--- src/rtl/nn_param_writer.sv ---
// Parameter-store writer: encodes a stream of signed parameters as sign-magnitude words
// and writes them in W1 -> B1 -> W2 -> B2 order into the four parameter RAMs.
module nn_param_writer #(
    parameter int DATA_W = 32,
    parameter int MAG_W  = 27,
    parameter int W1_N   = 100352,
    parameter int B1_N   = 128,
    parameter int W2_N   = 1280,
    parameter int B2_N   = 10,
    parameter int ADDR_W = 17
) (
    input  logic              CLK,
    input  logic              RST_N,
    input  logic              start,
    input  logic              in_valid,
    output logic              in_ready,
    input  logic [DATA_W-1:0] in_data,
    output logic              mem_we,
    output logic [1:0]        mem_sel,
    output logic [ADDR_W-1:0] mem_addr,
    output logic [31:0]       mem_wdata,
    output logic              busy,
    output logic              done,
    output logic              sat_flag
);

    typedef enum logic [1:0] {
        S_IDLE = 2'd0,
        S_LOAD = 2'd1,
        S_DONE = 2'd2
    } state_t;

    localparam logic [DATA_W-1:0] MAG_MAX = {{(DATA_W-MAG_W){1'b0}}, {MAG_W{1'b1}}};
    localparam logic [ADDR_W-1:0] W1_LAST = ADDR_W'(W1_N - 1);
    localparam logic [ADDR_W-1:0] B1_LAST = ADDR_W'(B1_N - 1);
    localparam logic [ADDR_W-1:0] W2_LAST = ADDR_W'(W2_N - 1);
    localparam logic [ADDR_W-1:0] B2_LAST = ADDR_W'(B2_N - 1);

    state_t              r_state;
    logic [1:0]          r_region;
    logic [ADDR_W-1:0]   r_index;

    logic                w_accept;
    logic [DATA_W-1:0]   w_abs;
    logic                w_sat;
    logic [MAG_W-1:0]    w_mag;
    logic [31:0]         w_wdata;
    logic [ADDR_W-1:0]   w_region_last;
    logic                w_idx_last;

    assign in_ready = (r_state == S_LOAD);
    assign busy     = (r_state != S_IDLE);
    assign w_accept = in_valid && in_ready;

    // The most negative input has no positive counterpart; its wrapped "absolute value"
    // still has the top bit set, so it falls into the saturating branch as required.
    assign w_abs = in_data[DATA_W-1] ? (~in_data + DATA_W'(1)) : in_data;
    assign w_sat = (w_abs > MAG_MAX);
    assign w_mag = w_sat ? MAG_MAX[MAG_W-1:0] : w_abs[MAG_W-1:0];

    always_comb begin
        w_wdata             = '0;
        w_wdata[MAG_W]      = in_data[DATA_W-1];
        w_wdata[MAG_W-1:0]  = w_mag;
    end

    always_comb begin
        case (r_region)
            2'd0:    w_region_last = W1_LAST;
            2'd1:    w_region_last = B1_LAST;
            2'd2:    w_region_last = W2_LAST;
            default: w_region_last = B2_LAST;
        endcase
    end

    assign w_idx_last = (r_index == w_region_last);

    always_ff @(posedge CLK or negedge RST_N) begin
        if (!RST_N) begin
            r_state   <= S_IDLE;
            r_region  <= 2'd0;
            r_index   <= '0;
            mem_we    <= 1'b0;
            mem_sel   <= 2'd0;
            mem_addr  <= '0;
            mem_wdata <= '0;
            done      <= 1'b0;
            sat_flag  <= 1'b0;
        end else begin
            mem_we <= 1'b0;
            done   <= 1'b0;
            case (r_state)
                S_IDLE: begin
                    if (start) begin
                        r_state  <= S_LOAD;
                        r_region <= 2'd0;
                        r_index  <= '0;
                        sat_flag <= 1'b0;
                    end
                end
                S_LOAD: begin
                    if (w_accept) begin
                        mem_we    <= 1'b1;
                        mem_sel   <= r_region;
                        mem_addr  <= r_index;
                        mem_wdata <= w_wdata;
                        if (w_sat) begin
                            sat_flag <= 1'b1;
                        end
                        if (w_idx_last) begin
                            r_index <= '0;
                            if (r_region == 2'd3) begin
                                r_state  <= S_DONE;
                                r_region <= 2'd0;
                                done     <= 1'b1;
                            end else begin
                                r_region <= r_region + 2'd1;
                            end
                        end else begin
                            r_index <= r_index + ADDR_W'(1);
                        end
                    end
                end
                S_DONE: begin
                    r_state <= S_IDLE;
                end
                default: begin
                    r_state <= S_IDLE;
                end
            endcase
        end
    end

endmodule
--- config.mk ---
export PLATFORM = sky130hd
export DESIGN_NAME = nn_param_writer
export DESIGN_NICKNAME = d
export VERILOG_FILES = /design/src/rtl/nn_param_writer.sv
export SDC_FILE = /design/constraint.sdc
export NUM_CORES = 1
export LEC_CHECK = 0
export CAP_MARGIN = 20
export CORE_MARGIN = 4
export CORE_UTILIZATION = 45
export CTS_BUF_LIST = sky130_fd_sc_hd__clkbuf_16
export CTS_CLUSTER_DIAMETER = 30
export DETAILED_ROUTE_END_ITERATION = 6
export GPL_ROUTABILITY_DRIVEN = 1
export PLACE_DENSITY = 0.73
export SYNTH_ARGS = -nofsm -noshare
export SYNTH_HDL_FRONTEND = slang
export SYNTH_SLANG_ARGS = --single-unit
--- constraint.sdc ---
create_clock -name CLK -period 2.1 [get_ports CLK]
set_input_delay 0.21 -clock CLK [delete_from_list [all_inputs] [get_ports CLK]]
set_output_delay 0.21 -clock CLK [all_outputs]
set_load 0.1 [all_outputs]
; Word-level counts from Yosys, hierarchy flattened
; Index checks and enable logic that the tools add are counted.
[word_totals]
mem_bits_ro = 0
wordCells = 61
mem_bits_rw = 0
n_memories = 0
register_bits = 71
latch_bits = 0
[classes]
muxes = 27
n_bitwise = 1
n_addsub = 3
multipliers = 0
reduce_logical = 10
n_lt_le_gt_ge = 1
eq_ne = 10
div_mod_pow = 0
n_shift = 0
[op_table]
columns = op, count
row1 = 17-bit two-way mux, 3
row2 = 17-bit one-hot mux with 3 select lines, 1
row3 = 17-bit one-hot mux with 2 select lines, 1
row4 = 32-bit by 1-bit adder with 32-bit output (second input constant), 1
row5 = 32-bit by 27-bit > comparator with 1-bit output (second input constant), 1
row6 = 32-bit two-way mux, 1
row7 = 32-bit inverter, 1
row8 = 27-bit two-way mux, 1
row9 = 17-bit by 1-bit adder with 17-bit output (second input constant), 1
row10 = 17-bit equality test, 1
row11 = 2-bit two-way mux, 8
row12 = 4-bit AND reduction, 3
row13 = 1-bit two-way mux, 9
row14 = 2-bit by 1-bit inequality test with 1-bit output (second input constant), 4
row15 = 2-bit one-hot mux with 2 select lines, 2
row16 = 2-bit by 1-bit equality test with 1-bit output (second input constant), 2
row17 = 2-bit equality test (second input constant), 2
row18 = 2-bit logical NOT, 2
row19 = 2-bit nonzero test, 2
row20 = 3-bit AND reduction, 1
row21 = 2-bit by 1-bit adder with 2-bit output (second input constant), 1
row22 = 2-bit inequality test (second input constant), 1
row23 = 1-bit one-hot mux with 2 select lines, 1
row24 = 2-bit AND reduction, 1
row25 = 1-bit logical AND, 1

; Depth between registers and ports, before layout
; Gate-level depths: netlist (run 1).
[logic_depth]
depth_word = 7
ltp_mapped = 10

; Worst setup path before layout (run 1)
; No wires, ideal clock.
[synth_timing]
path_kind = reg-to-reg
startpoint = reg r_state[1]
endpoint = reg r_index[10]
path_buffers = 2
synth_period_minus_slack_ns = 3.137
setup_time_ns = 0.132
arrival_ns = 3.005
stages_incl_launch_ff = 8
path_slack_ns = -1.037
cell_sequence = dfrtp_1 -> nor2b_1 -> nand2_1 -> inv_2 -> a22o_1 -> clkbuf_1 -> buf_1 -> nor2_1
[synth_between]
elab_chain_cells = 4
word_cells_on_any_way = 8
cone_classes = eq/ne: 3 / mux: 1 / reduce/logical: 4
[synth_rtl]
columns = element, line
row1 = from (decl), 39  ; state_t r_state;
row2 = from (signal assigned), 80  ; r_state <= S_IDLE;
row3 = from (signal assigned), 95  ; r_state <= S_LOAD;
row4 = from (signal assigned), 113  ; r_state <= S_DONE;
row5 = 2-bit by 1-bit equality test with 1-bit output (*), 51  ; assign in_ready = (r_state == S_LOAD);
row6 = named net in_ready, 16  ; output logic in_ready,
row7 = 1-bit logical AND, 53  ; assign w_accept = in_valid && in_ready;
row8 = 2-bit by 1-bit inequality test with 1-bit output (no source line), n/a
row9 = 3-bit AND reduction (no source line), n/a
row10 = to (signal assigned), 120  ; r_index <= r_index + ADDR_W'(1);
row11 = to (decl), 41  ; logic [ADDR_W-1:0] r_index;
; Mark *: on every way through the listed nets, which the timed path passes. The rest lies on a longest branch.
; A chain may end at the register's enable or synchronous reset.

; Worst setup path in the final report (run 1)
[layout_timing]
startpoint = in in_data[19]
endpoint = reg mem_wdata[18]
[layout_between]
elab_chain_cells = 5
[layout_rtl]
columns = element, line
row1 = from (decl), 17  ; input logic [DATA_W-1:0] in_data,
row2 = 32-bit inverter, 57  ; assign w_abs = in_data[DATA_W-1] ? (~in_data + DATA_W'(1)) : in_data;
row3 = 32-bit by 1-bit adder with 32-bit output, 57
row4 = 32-bit two-way mux (*), 57
row5 = 32-bit by 27-bit > comparator with 1-bit output (*), 58  ; assign w_sat = (w_abs > MAG_MAX);
row6 = 27-bit two-way mux (*), 59  ; assign w_mag = w_sat ? MAG_MAX[MAG_W-1:0] : w_abs[MAG_W-1:0];
row7 = to (signal assigned), 106  ; mem_wdata <= w_wdata;
row8 = to (decl), 21  ; output logic [31:0] mem_wdata,
; Mark *: on every way between the ends. The rest lies on a longest branch, timed or not.

==> flow_summary.ini, run 1 <==
[global_route]
grtUsageTotal_pct = 24.5
grt_pass1_vias = 4085
grt_max_degree = 56
grt_overflow_total = 0
grt_pass1_wl_um = 19800
antenna_found_initial = 0

[power]
p_total_w = 0.00513
vdd_drop_max_mv = 0.401
p_per_area_mw_per_mm2 = 835
power.leakage_nw = 2.66

[clock_tree]
cts_sinks = 71
cts-root-buf = clkbuf_16
clk_pin_slew_ps = 60
h-tree-depth = 3
clock_latency_ps = 330
cts_buffers = 9
clockBufferDepth = 2
cts_tree = yes

[worst_setup_path]
critical_path_class = input port to register
arrival_ps = 2590
worstSetupStartpoint = in_data[19]
crit_path_top_delay_cell = or4_4
r2r-end = r_region[1]$_DFFE_PN0P_
critPathLaunchType = input port
cp.required_ps = 2350
reg2reg_from = r_region[1]$_DFFE_PN0P_
path_cells = buf_2 > or4_4 > or4_4 > nor4_4 > mux2i_4 > buf_6 > a21oi_4 > buf_6 > a31oi_1
cp_max_fo = 5
cp_top_family = simple AND/OR/NAND/NOR gates
end_kind = register
crit_buf_inv = 3
slowest_delay_ps = 530
ff2ff_path_depth = 8
crit_cells = 9
r2r_slack_ps = 60
crit_end = mem_wdata[18]$_DFFE_PN0P_

[sta]
finalHoldViolCount = 0
fin_setup_tns_ps = -5420
skew_ps = 7.99
relSlewSlack_pct = 62.3
worst_slew_pin_slew_ps = 566
setup_slack_ps = -245
finalCriticalPeriod_ps = 2350
clock.fmax_mhz = 426
finalSetupViolCount = 28
slew_viol_final = 0
whs_ps = 339
rsz0062_at_grt = true
fin_crit_sh_pct = 112

[synth]
syn_avg_cell_area_um2 = 8.83
ys_types = 50
synth_area_mm2 = 0.00387
ys_ff_latch = 71
synth-edff-count = 0
ys_seq_area_share_pct = 45.9
ys.flop_type = dfrtp_1
synth_top_area_cell = dfrtp_1
yosysMostFrequentCell = nor2_1
async_reset_ff_share_pct = 100
synth_area_leaders = dfrtp_1, xnor2_1, nor2_1, nand2_1, a31oi_1
synth_common_cells = nor2_1, dfrtp_1, nand2_1
synth_top_area_share_pct = 45.9
synthCells = 438
ys_warn_count = 0

[detailed_routing]
drc = 0
first_pass_iters = 5
wl_um = 12900
drt_first_iter_violations = 179
wl_per_cell_um = 18.1
viasPerCell = 5.59
antenna_left = 0
vias = 3988

[floorplanning]
die_area_mm2 = 0.0101
die_w_um = 101
die_h_um = 101
rows = 33
core_mm2 = 0.00830
initial_core_util_pct = 46.6
pin_count = 92

[finish]
drive_above_1_share_pct = 39.3
post-route-util_pct = 74.0
nNetsFinal = 644
area_growth_pct = 58.8
diodes = 0

[min_path]
min-delay-path-class = input port to register

[placement]
port_buffers = 87
place_ws_ps = -1040
place_congestion = 0.889
hpwl_um = 7700

[flow_run]
cap_violations = 0

[outcome]
violations = setup timing
run_status = finished, violations left
==> layout by cell type (no fill, tap or decap), types with 5 or more instances in the layout <==
| cell type | synthesis | final |
|---|---|---|
| nor3_1 | 9 | 7 |
| o21ai_0 | 16 | 16 |
| a31oi_1 | 28 | 11 |
| o31ai_1 | 14 | 10 |
| buf_4 | 4 | 121 |
| nand3_1 | 8 | 7 |
| clkbuf_16 | 0 | 10 |
| inv_1 | 14 | 13 |
| buf_6 | 4 | 19 |
| or3_4 | 0 | 5 |
| xnor2_1 | 36 | 36 |
| dfrtp_1 | 71 | 71 |
| a31oi_4 | 0 | 17 |
| or4_4 | 3 | 7 |
| nor2_1 | 82 | 80 |
| buf_12 | 0 | 6 |
| clkdlybuf4s50_1 | 0 | 9 |
| clkbuf_2 | 0 | 13 |
| nand2_1 | 60 | 59 |
==> worst reg2reg max path, delay by kind of cell (launching register included) <==
kind	cells	cell delay [ps]
DFF	1	370
AOI/OAI and AO/OA	2	290
muxes	1	190
adders and majority gates	1	180
buffers and inverters	2	220
and+or+nand+nor	2	690
==> cell type report <==
cell class / count / area (um^2)
Clock buffer: 9 / 225
Clock inverter: 7 / 88.8
Fill cell: 549 / 2160
Inverter: 15 / 56.3
Multi-Input combinational cell: 329 / 2370
Sequential cell: 71 / 1780
Tap cell: 105 / 131
Timing Repair Buffer: 177 / 1500
==> cells by family (layout without fill, tap and decap cells) <==
logic type               after synthesis  in the layout  share of synthesized area, %
AO/OA/AOI/OAI                         73             74                          12.9
AND/OR/NAND/NOR                      202            202                          24.1
multiplexers                           4              4                          1.04
flip-flops                            71             71                          45.9
other                                  1              4                        0.0970
XOR/XNOR                              40             40                          9.06
buffers and inverters                 42            208                          5.24
adder cells (fa/ha/maj)                5              5                          1.62
==> flip-flops by register name, summed over array words and instances, names as in the netlist <==
register	cells
r_index	17
mem_sel	2
mem_addr	17
done	1
r_state	2
sat_flag	1
r_region	2
mem_wdata	28
mem_we	1
==> where the power goes <==
part | switching [W] | leakage, nW | total, W | internal (W)
Sequential | 0.000157 | 0.814 | 0.00169 | 0.00153
Clock | 0.000566 | 0.153 | 0.00160 | 0.00103
Combinational | 0.00127 | 1.69 | 0.00185 | 0.000577
Total | 0.00199 | 2.66 | 0.00513 | 0.00314
==> metrics by stage <==
| step | area [um^2] | std cells |
|---|---|---|
| 2_1_floorplan | 3900 | 441 |
| 3_3_place_gp | 5170 | 675 |
| 3_5_place_dp | 5170 | 675 |
| 4_1_cts | 5970 | 712 |
| 5_1_grt | 6140 | 713 |
| 6_report | 6140 | 713 |
==> metal layers <==
layer	global-route usage [%]	vias to the layer above	share of wire [%]
li1	-	1838	-
met1	29.2	1935	39
met2	43.6	174	51
met3	5.05	41	6.4
met4	8.29	0	3.7
met5	0	-	0
==> worst min path at each step <==
stage,start,endpoint,slack (ps),depth (start not counted)
floorplan,RST_N,done$_DFF_PN0_,-90,0
global placement,RST_N,mem_addr[15]$_DFFE_PN0P_,210,1
detailed placement,RST_N,mem_sel[1]$_DFFE_PN0P_,220,1
CTS,in_data[13],mem_wdata[13]$_DFFE_PN0P_,350,5
global route,in_data[0],mem_wdata[0]$_DFFE_PN0P_,360,4
finish,in_data[11],mem_wdata[11]$_DFFE_PN0P_,340,5
==> what timing repair did <==
action,4_1_cts,5_1_grt
pin swaps,36,26
hold buffers,1,0
gates resized for setup,92,68
setup buffers,16,3
setup endpoints to repair,43,43
cloned,5,0
endpoints found under the hold margin,21,0
(Power assumes the default switching activity.)
==> inputs of run 2 (changes only) <==
--- a/config.mk
+++ b/config.mk
@@ -13,6 +13,7 @@
 export DETAILED_ROUTE_END_ITERATION = 6
 export GPL_ROUTABILITY_DRIVEN = 1
 export PLACE_DENSITY = 0.73
+export SETUP_SLACK_MARGIN = 0.02
 export SYNTH_ARGS = -nofsm -noshare
 export SYNTH_HDL_FRONTEND = slang
 export SYNTH_SLANG_ARGS = --single-unit
==> run 2 against run 1 <==
Effect of this change: the run still ends with setup timing left; sequential cell count stayed put; wire length grew 7.1%; cell area is 1.6% higher; utilization rose by 1.2 points; sequential share of layout area shrank 0.45 points; clock skew is 2.5 ps lower; worst hold slack improved by 12 ps; critical path type unchanged; largest power group unchanged; highest routed layer unchanged.
==> flow_summary.ini, run 2 (synthesized netlist as in run 1, its figures left out) <==
[power]
p_switching_w = 0.00207
vdd_drop_max_mv = 0.406
power.leakage_nw = 2.69
swShare_pct = 39.3
p_per_area_mw_per_mm2 = 843
power_frac_seq_pct = 32.2
power_frac_comb_pct = 37.0
pwr-share-clk_pct = 30.8
p_int_w = 0.00319

[detailed_routing]
viasPerCell = 5.78
vias = 4133
wl_um = 13800
wl_per_cell_um = 19.3
drt_first_iter_violations = 255
drc = 0
antenna_left = 0
first_pass_iters = 5

[worst_setup_path]
crit_cells = 11
slowest_delay_ps = 540
critical_path_class = input port to register
crit_buf_inv = 5
critPathLaunchType = input port
cp.required_ps = 2290
cp_top_family = simple AND/OR/NAND/NOR gates
arrival_ps = 2580
end_kind = register
ff2ff_path_depth = 8
crit_path_top_delay_cell = or4_4
cp_max_fo = 5
path_cells = buf_6 > or4_4 > buf_6 > or2_4 > or3_4 > o311a_4 > nor2_4 > buf_12 > buf_12 > buf_16 > a31oi_4

[finish]
diodes = 0
fin_area_mm2 = 0.00624
seq_area_mm2 = 0.00178
nNetsFinal = 646
largest_reg_flops = 28
largest-register = mem_wdata
final_common_cell = buf_4
reg.largest.list = mem_wdata: 28 flops, mem_addr: 17 flops, r_index: 17 flops
layout_common_cells = buf_4, nor2_1, dfrtp_1
drive_above_1_share_pct = 39.5
nFillCells = 541
multi_input_area_mm2 = 0.00241
area_growth_pct = 61.4

[min_path]
min_delay_path_depth = 5
min-delay-path-class = input port to register

[floorplanning]
die_area_mm2 = 0.0101
core_mm2 = 0.00830
die_w_um = 101
die_h_um = 101
pin_count = 92
rows = 33
initial_core_util_pct = 46.6

[sta]
relSlewSlack_pct = 63.0
worst_slew_pin_slew_ps = 554
slew_viol_final = 0
clock.fmax_mhz = 418
finalCriticalPeriod_ps = 2390
fin_crit_sh_pct = 114
rsz0062_at_grt = true
setup_slack_ps = -290
fin_setup_tns_ps = -5590
finalSetupViolCount = 28
finalHoldViolCount = 0
skew_ps = 5.44

[clock_tree]
cts_tree = yes
cts_sinks = 71
h-tree-depth = 3
cts_buffers = 9
clockBufferDepth = 2
clock_latency_ps = 340
clk_pin_slew_ps = 60
cts-root-buf = clkbuf_16

[placement]
hpwl_um = 7700
port_buffers = 87
place_congestion = 0.889
dpl-instance-area_mm2 = 0.00517

[global_route]
grt_max_degree = 56
grt_pass1_vias = 4181
antenna_found_initial = 0
grt_pass1_wl_um = 20300
grt_overflow_total = 0
grtUsageTotal_pct = 25.3

[outcome]
violations = setup timing
run_status = finished, violations left

[flow_run]
cap_violations = 0
-- run 2: changes by cell type in the layout (fill, tap and decap cells not counted), moves of 2 or more --
cell	previous run	this run
buf_6	19	17
dlygate4sd2_1	0	2
clkbuf_2	13	11
clkdlybuf4s50_1	9	11
buf_16	0	2
-- run 2: worst paths after layout --
path                                          start                        end  slack [ps]
hold / removal                           in_data[9]   mem_wdata[9]$_DFFE_PN0P_         350
setup reg to reg            r_region[1]$_DFFE_PN0P_    r_region[1]$_DFFE_PN0P_          60
min in group asynchronous                     RST_N  mem_wdata[25]$_DFFE_PN0P_         400
max in group asynchronous                     RST_N           mem_we$_DFF_PN0_        1030
setup / recovery                        in_data[13]   mem_wdata[8]$_DFFE_PN0P_        -290
hold reg to reg            mem_addr[16]$_DFFE_PN0P_   mem_addr[16]$_DFFE_PN0P_         470
-- run 2: power by group through the flow --
stage | Clock, W | Sequential, W | Combinational, W
6_report | 0.00162 | 0.00169 | 0.00195
5_1_grt | 0.00171 | 0.00171 | 0.00206
4_1_cts | 0.00161 | 0.00168 | 0.00178
3_5_place_dp | 0 | 0.00171 | 0.00164
3_3_place_gp | 0 | 0.00170 | 0.00162
2_1_floorplan | 0 | 0.00229 | 0.000558
-- run 2: final cells by class --
| type | count | area share (%) |
|---|---|---|
| Sequential cell | 71 | 28.5 |
| Multi-Input combinational cell | 329 | 38.7 |
| Timing Repair Buffer | 179 | 24.8 |
| Clock buffer | 9 | 3.61 |
| Tap cell | 105 | 2.11 |
| Inverter | 15 | 0.902 |
| Clock inverter | 7 | 1.42 |
-- run 2: metrics by stage --
stage	hold slack [ps]	setup slack [ps]	power (W)	utilization, %	cells
after floorplan	-85.6	-236	0.00285	-	441
after global placement	209	-978	0.00332	62.3	675
after detailed placement	225	-1040	0.00335	62.3	675
after CTS	343	-360	0.00508	72.3	712
after global routing	368	-308	0.00547	75.2	715
final	351	-290	0.00526	75.2	715
-- run 2: what timing repair did --
action                                  4_1_cts  5_1_grt
gates resized for setup                      92       65
setup buffers                                14        7
endpoints found under the hold margin        21        0
pin swaps                                    38       34
gates cloned                                  6        0
hold buffers                                  1        0
endpoints found under the setup margin       44       42
-- run 2: routing by layer --
metal	share of wire, %	wire length, um	GRT usage, %
met1	37	5120	29.3
met2	51	7020	44.5
met5	0	0	0
met3	8.0	1110	5.67
met4	4.0	550	10.9
-- run 2: tightest hold or removal path, delay by kind of cell --
kind            cells  cell delay [ps]
buf+inv             2              200
compound gates      1               80
xor+xnor            1               70
simple gates        1               90
==> inputs of run 3 (changes only) <==
--- a/config.mk
+++ b/config.mk
@@ -7,11 +7,12 @@
 export LEC_CHECK = 0
 export CAP_MARGIN = 20
 export CORE_MARGIN = 4
-export CORE_UTILIZATION = 45
+export CORE_UTILIZATION = 47
 export CTS_BUF_LIST = sky130_fd_sc_hd__clkbuf_16
 export CTS_CLUSTER_DIAMETER = 30
 export DETAILED_ROUTE_END_ITERATION = 6
 export GPL_ROUTABILITY_DRIVEN = 1
+export GPL_TIMING_DRIVEN = 0
 export PLACE_DENSITY = 0.73
 export SETUP_SLACK_MARGIN = 0.02
 export SYNTH_ARGS = -nofsm -noshare
==> constraint.sdc (replaced) <==
create_clock -name CLK -period 2.5 [get_ports CLK]
set_input_delay 0.25 -clock CLK [delete_from_list [all_inputs] [get_ports CLK]]
set_output_delay 0.25 -clock CLK [all_outputs]
set_load 0.1 [all_outputs]
==> run 3 against run 2 <==
Effect of this change: the flow now finishes without violations; final cell count decreased by 7.6%; worst hold slack got worse by 310 ps; sequential power decreased by 17%; critical endpoint is now mem_wdata[4]$_DFFE_PN0P_; sequential share of layout area increased by 3.7 points; largest power group is now clock.
==> flow_summary.ini, run 3 (synthesized netlist as in run 1, its figures left out) <==
[global_route]
grt_max_degree = 72
grt_pass1_vias = 3702
grtUsageTotal_pct = 22.4
grt_overflow_total = 0
antenna_found_initial = 0
grt_pass1_wl_um = 17900

[floorplanning]
core_mm2 = 0.00785
rows = 32
die_area_mm2 = 0.00974
pin_count = 92
die_h_um = 98.7
die_w_um = 98.7
initial_core_util_pct = 49.3

[worst_setup_path]
arrival_ps = 2700
reg2reg_from = r_region[0]$_DFFE_PN0P_
ff2ff_path_depth = 8
path_cells = clkdlybuf4s50_1 > or4_4 > or3_4 > nor4_4 > mux2i_2 > a21oi_4 > buf_4 > a31oi_1
cp_max_fo = 6
cp.required_ps = 2750
r2r_slack_ps = 240
critical_path_class = input port to register
end_kind = register
slowest_delay_ps = 560
crit_path_top_delay_cell = or4_4
critPathLaunchType = input port
r2r-end = r_index[15]$_DFFE_PN0P_

[finish]
layout_common_cells = nor2_1, dfrtp_1, clkdlybuf4s50_1
diodes = 0
final_common_cell = nor2_1
area_growth_pct = 42.6
reg.largest.list = mem_wdata: 28 flops, mem_addr: 17 flops, r_index: 17 flops
largest-register = mem_wdata
largest_reg_flops = 28
fin_area_mm2 = 0.00552
nFillCells = 630
drive_above_1_share_pct = 13.8
nNetsFinal = 595

[min_path]
min-delay-path-class = input port to asynchronous set/reset pin

[detailed_routing]
wl_um = 11100
viasPerCell = 5.63
antenna_left = 0
first_pass_iters = 4
vias = 3723
drt_first_iter_violations = 242
drc = 0
wl_per_cell_um = 16.8

[power]
p_int_w = 0.00266
pwr-share-clk_pct = 34.6
swShare_pct = 37.8
power.leakage_nw = 2.33
p_switching_w = 0.00162
power_frac_seq_pct = 32.9
power_frac_comb_pct = 32.5
vdd_drop_max_mv = 0.439
p_per_area_mw_per_mm2 = 776

[placement]
hpwl_um = 7410
dpl-instance-area_mm2 = 0.00488
place_congestion = 0.851
port_buffers = 87

[sta]
whs_ps = 43.6
fin_setup_tns_ps = 0
skew_ps = 8.13
worst_slew_pin_slew_ps = 987
slew_viol_final = 0
clock.fmax_mhz = 408
finalCriticalPeriod_ps = 2450
finalHoldViolCount = 0
fin_crit_sh_pct = 98.1
finalSetupViolCount = 0
rsz0062_at_grt = false
relSlewSlack_pct = 34.0

[clock_tree]
cts_sinks = 71
clock_latency_ps = 330
cts_tree = yes
cts_hold_buf = 0
clockBufferDepth = 2
clk_pin_slew_ps = 60
h-tree-depth = 3
cts_buffers = 9
cts-root-buf = clkbuf_16

[outcome]
run_status = finished, final reports clean

[flow_run]
cap_violations = 0
==> run 3: cell count changes in the layout (fill, tap and decap cells not counted), sizes merged <==
cell           before  now
dlygate4sd3         1    0
dlymetal6s2s        3    9
buf               149   28
clkbuf             21   24
clkinv              2    3
clkdlybuf4s50      11   66
dlygate4sd2         2   10
bufinv              2    3
clkinvlp            2    0
a21oi               3    2
==> run 3: worst max-delay path: cells and delay by family <==
kind | cells | cell delay (ps)
buf+inv | 2 | 660
simple gates | 3 | 1220
compound gates | 2 | 270
mux | 1 | 300
==> run 3: routing by layer <==
layer	global-route usage [%]	vias up	part of all wire (%)
li1	-	1737	-
met1	27.7	1825	42
met2	39.2	129	51
met3	4.39	32	4.7
met4	7.88	0	2.8
met5	0	-	0
==> run 3: timing repair <==
action / in CTS / in global routing
setup endpoints to repair: 39 / 38
setup buffers: 8 / 8
resized for setup: 27 / 26
endpoints found under the hold margin: 0 / 0
gates cloned: 2 / 0
pin swaps: 7 / 9
==> run 3: power by group through the flow <==
stage               registers (W)  logic, W  clock network [W]
floorplan                 0.00192  0.000468                  0
global placement          0.00142   0.00133                  0
detailed placement        0.00143   0.00136                  0
CTS                       0.00141   0.00138            0.00149
global route              0.00143   0.00149            0.00154
finish                    0.00141   0.00139            0.00148
==> run 3: how the worst max path moves through the flow <==
stage | to | from
3_5_place_dp | mem_wdata[9]$_DFFE_PN0P_ | in_data[13]
3_3_place_gp | mem_wdata[13]$_DFFE_PN0P_ | RST_N
5_1_grt | mem_wdata[23]$_DFFE_PN0P_ | in_data[3]
6_report | mem_wdata[4]$_DFFE_PN0P_ | in_data[1]
4_1_cts | mem_wdata[21]$_DFFE_PN0P_ | in_data[0]
2_1_floorplan | mem_wdata[7]$_DFFE_PN0P_ | in_data[15]
==> run 3: cell type report <==
class / instances / area [um^2] / area share [%]
clock inverter: 7 / 120 / 2.18
inverter: 15 / 56.3 / 1.02
tap: 102 / 128 / 2.31
sequential: 71 / 1780 / 32.2
timing repair buffer: 105 / 1040 / 18.8
buffer: 24 / 136 / 2.47
multi-input combinational: 328 / 2040 / 36.9
clock buffer: 9 / 225 / 4.08
==> run 3: through the flow <==
| step | power, W | worst slack, ps | cells | util (%) |
|---|---|---|---|---|
| 3_5_place_dp | 0.00279 | -660 | 630 | 62.2 |
| 3_3_place_gp | 0.00276 | -1250 | 630 | 62.2 |
| 5_1_grt | 0.00446 | 18.1 | 661 | 70.3 |
| 6_report | 0.00428 | 48.0 | 661 | 70.3 |
| 2_1_floorplan | 0.00239 | 84.9 | 441 | - |
| 4_1_cts | 0.00428 | 21.3 | 653 | 68.0 |
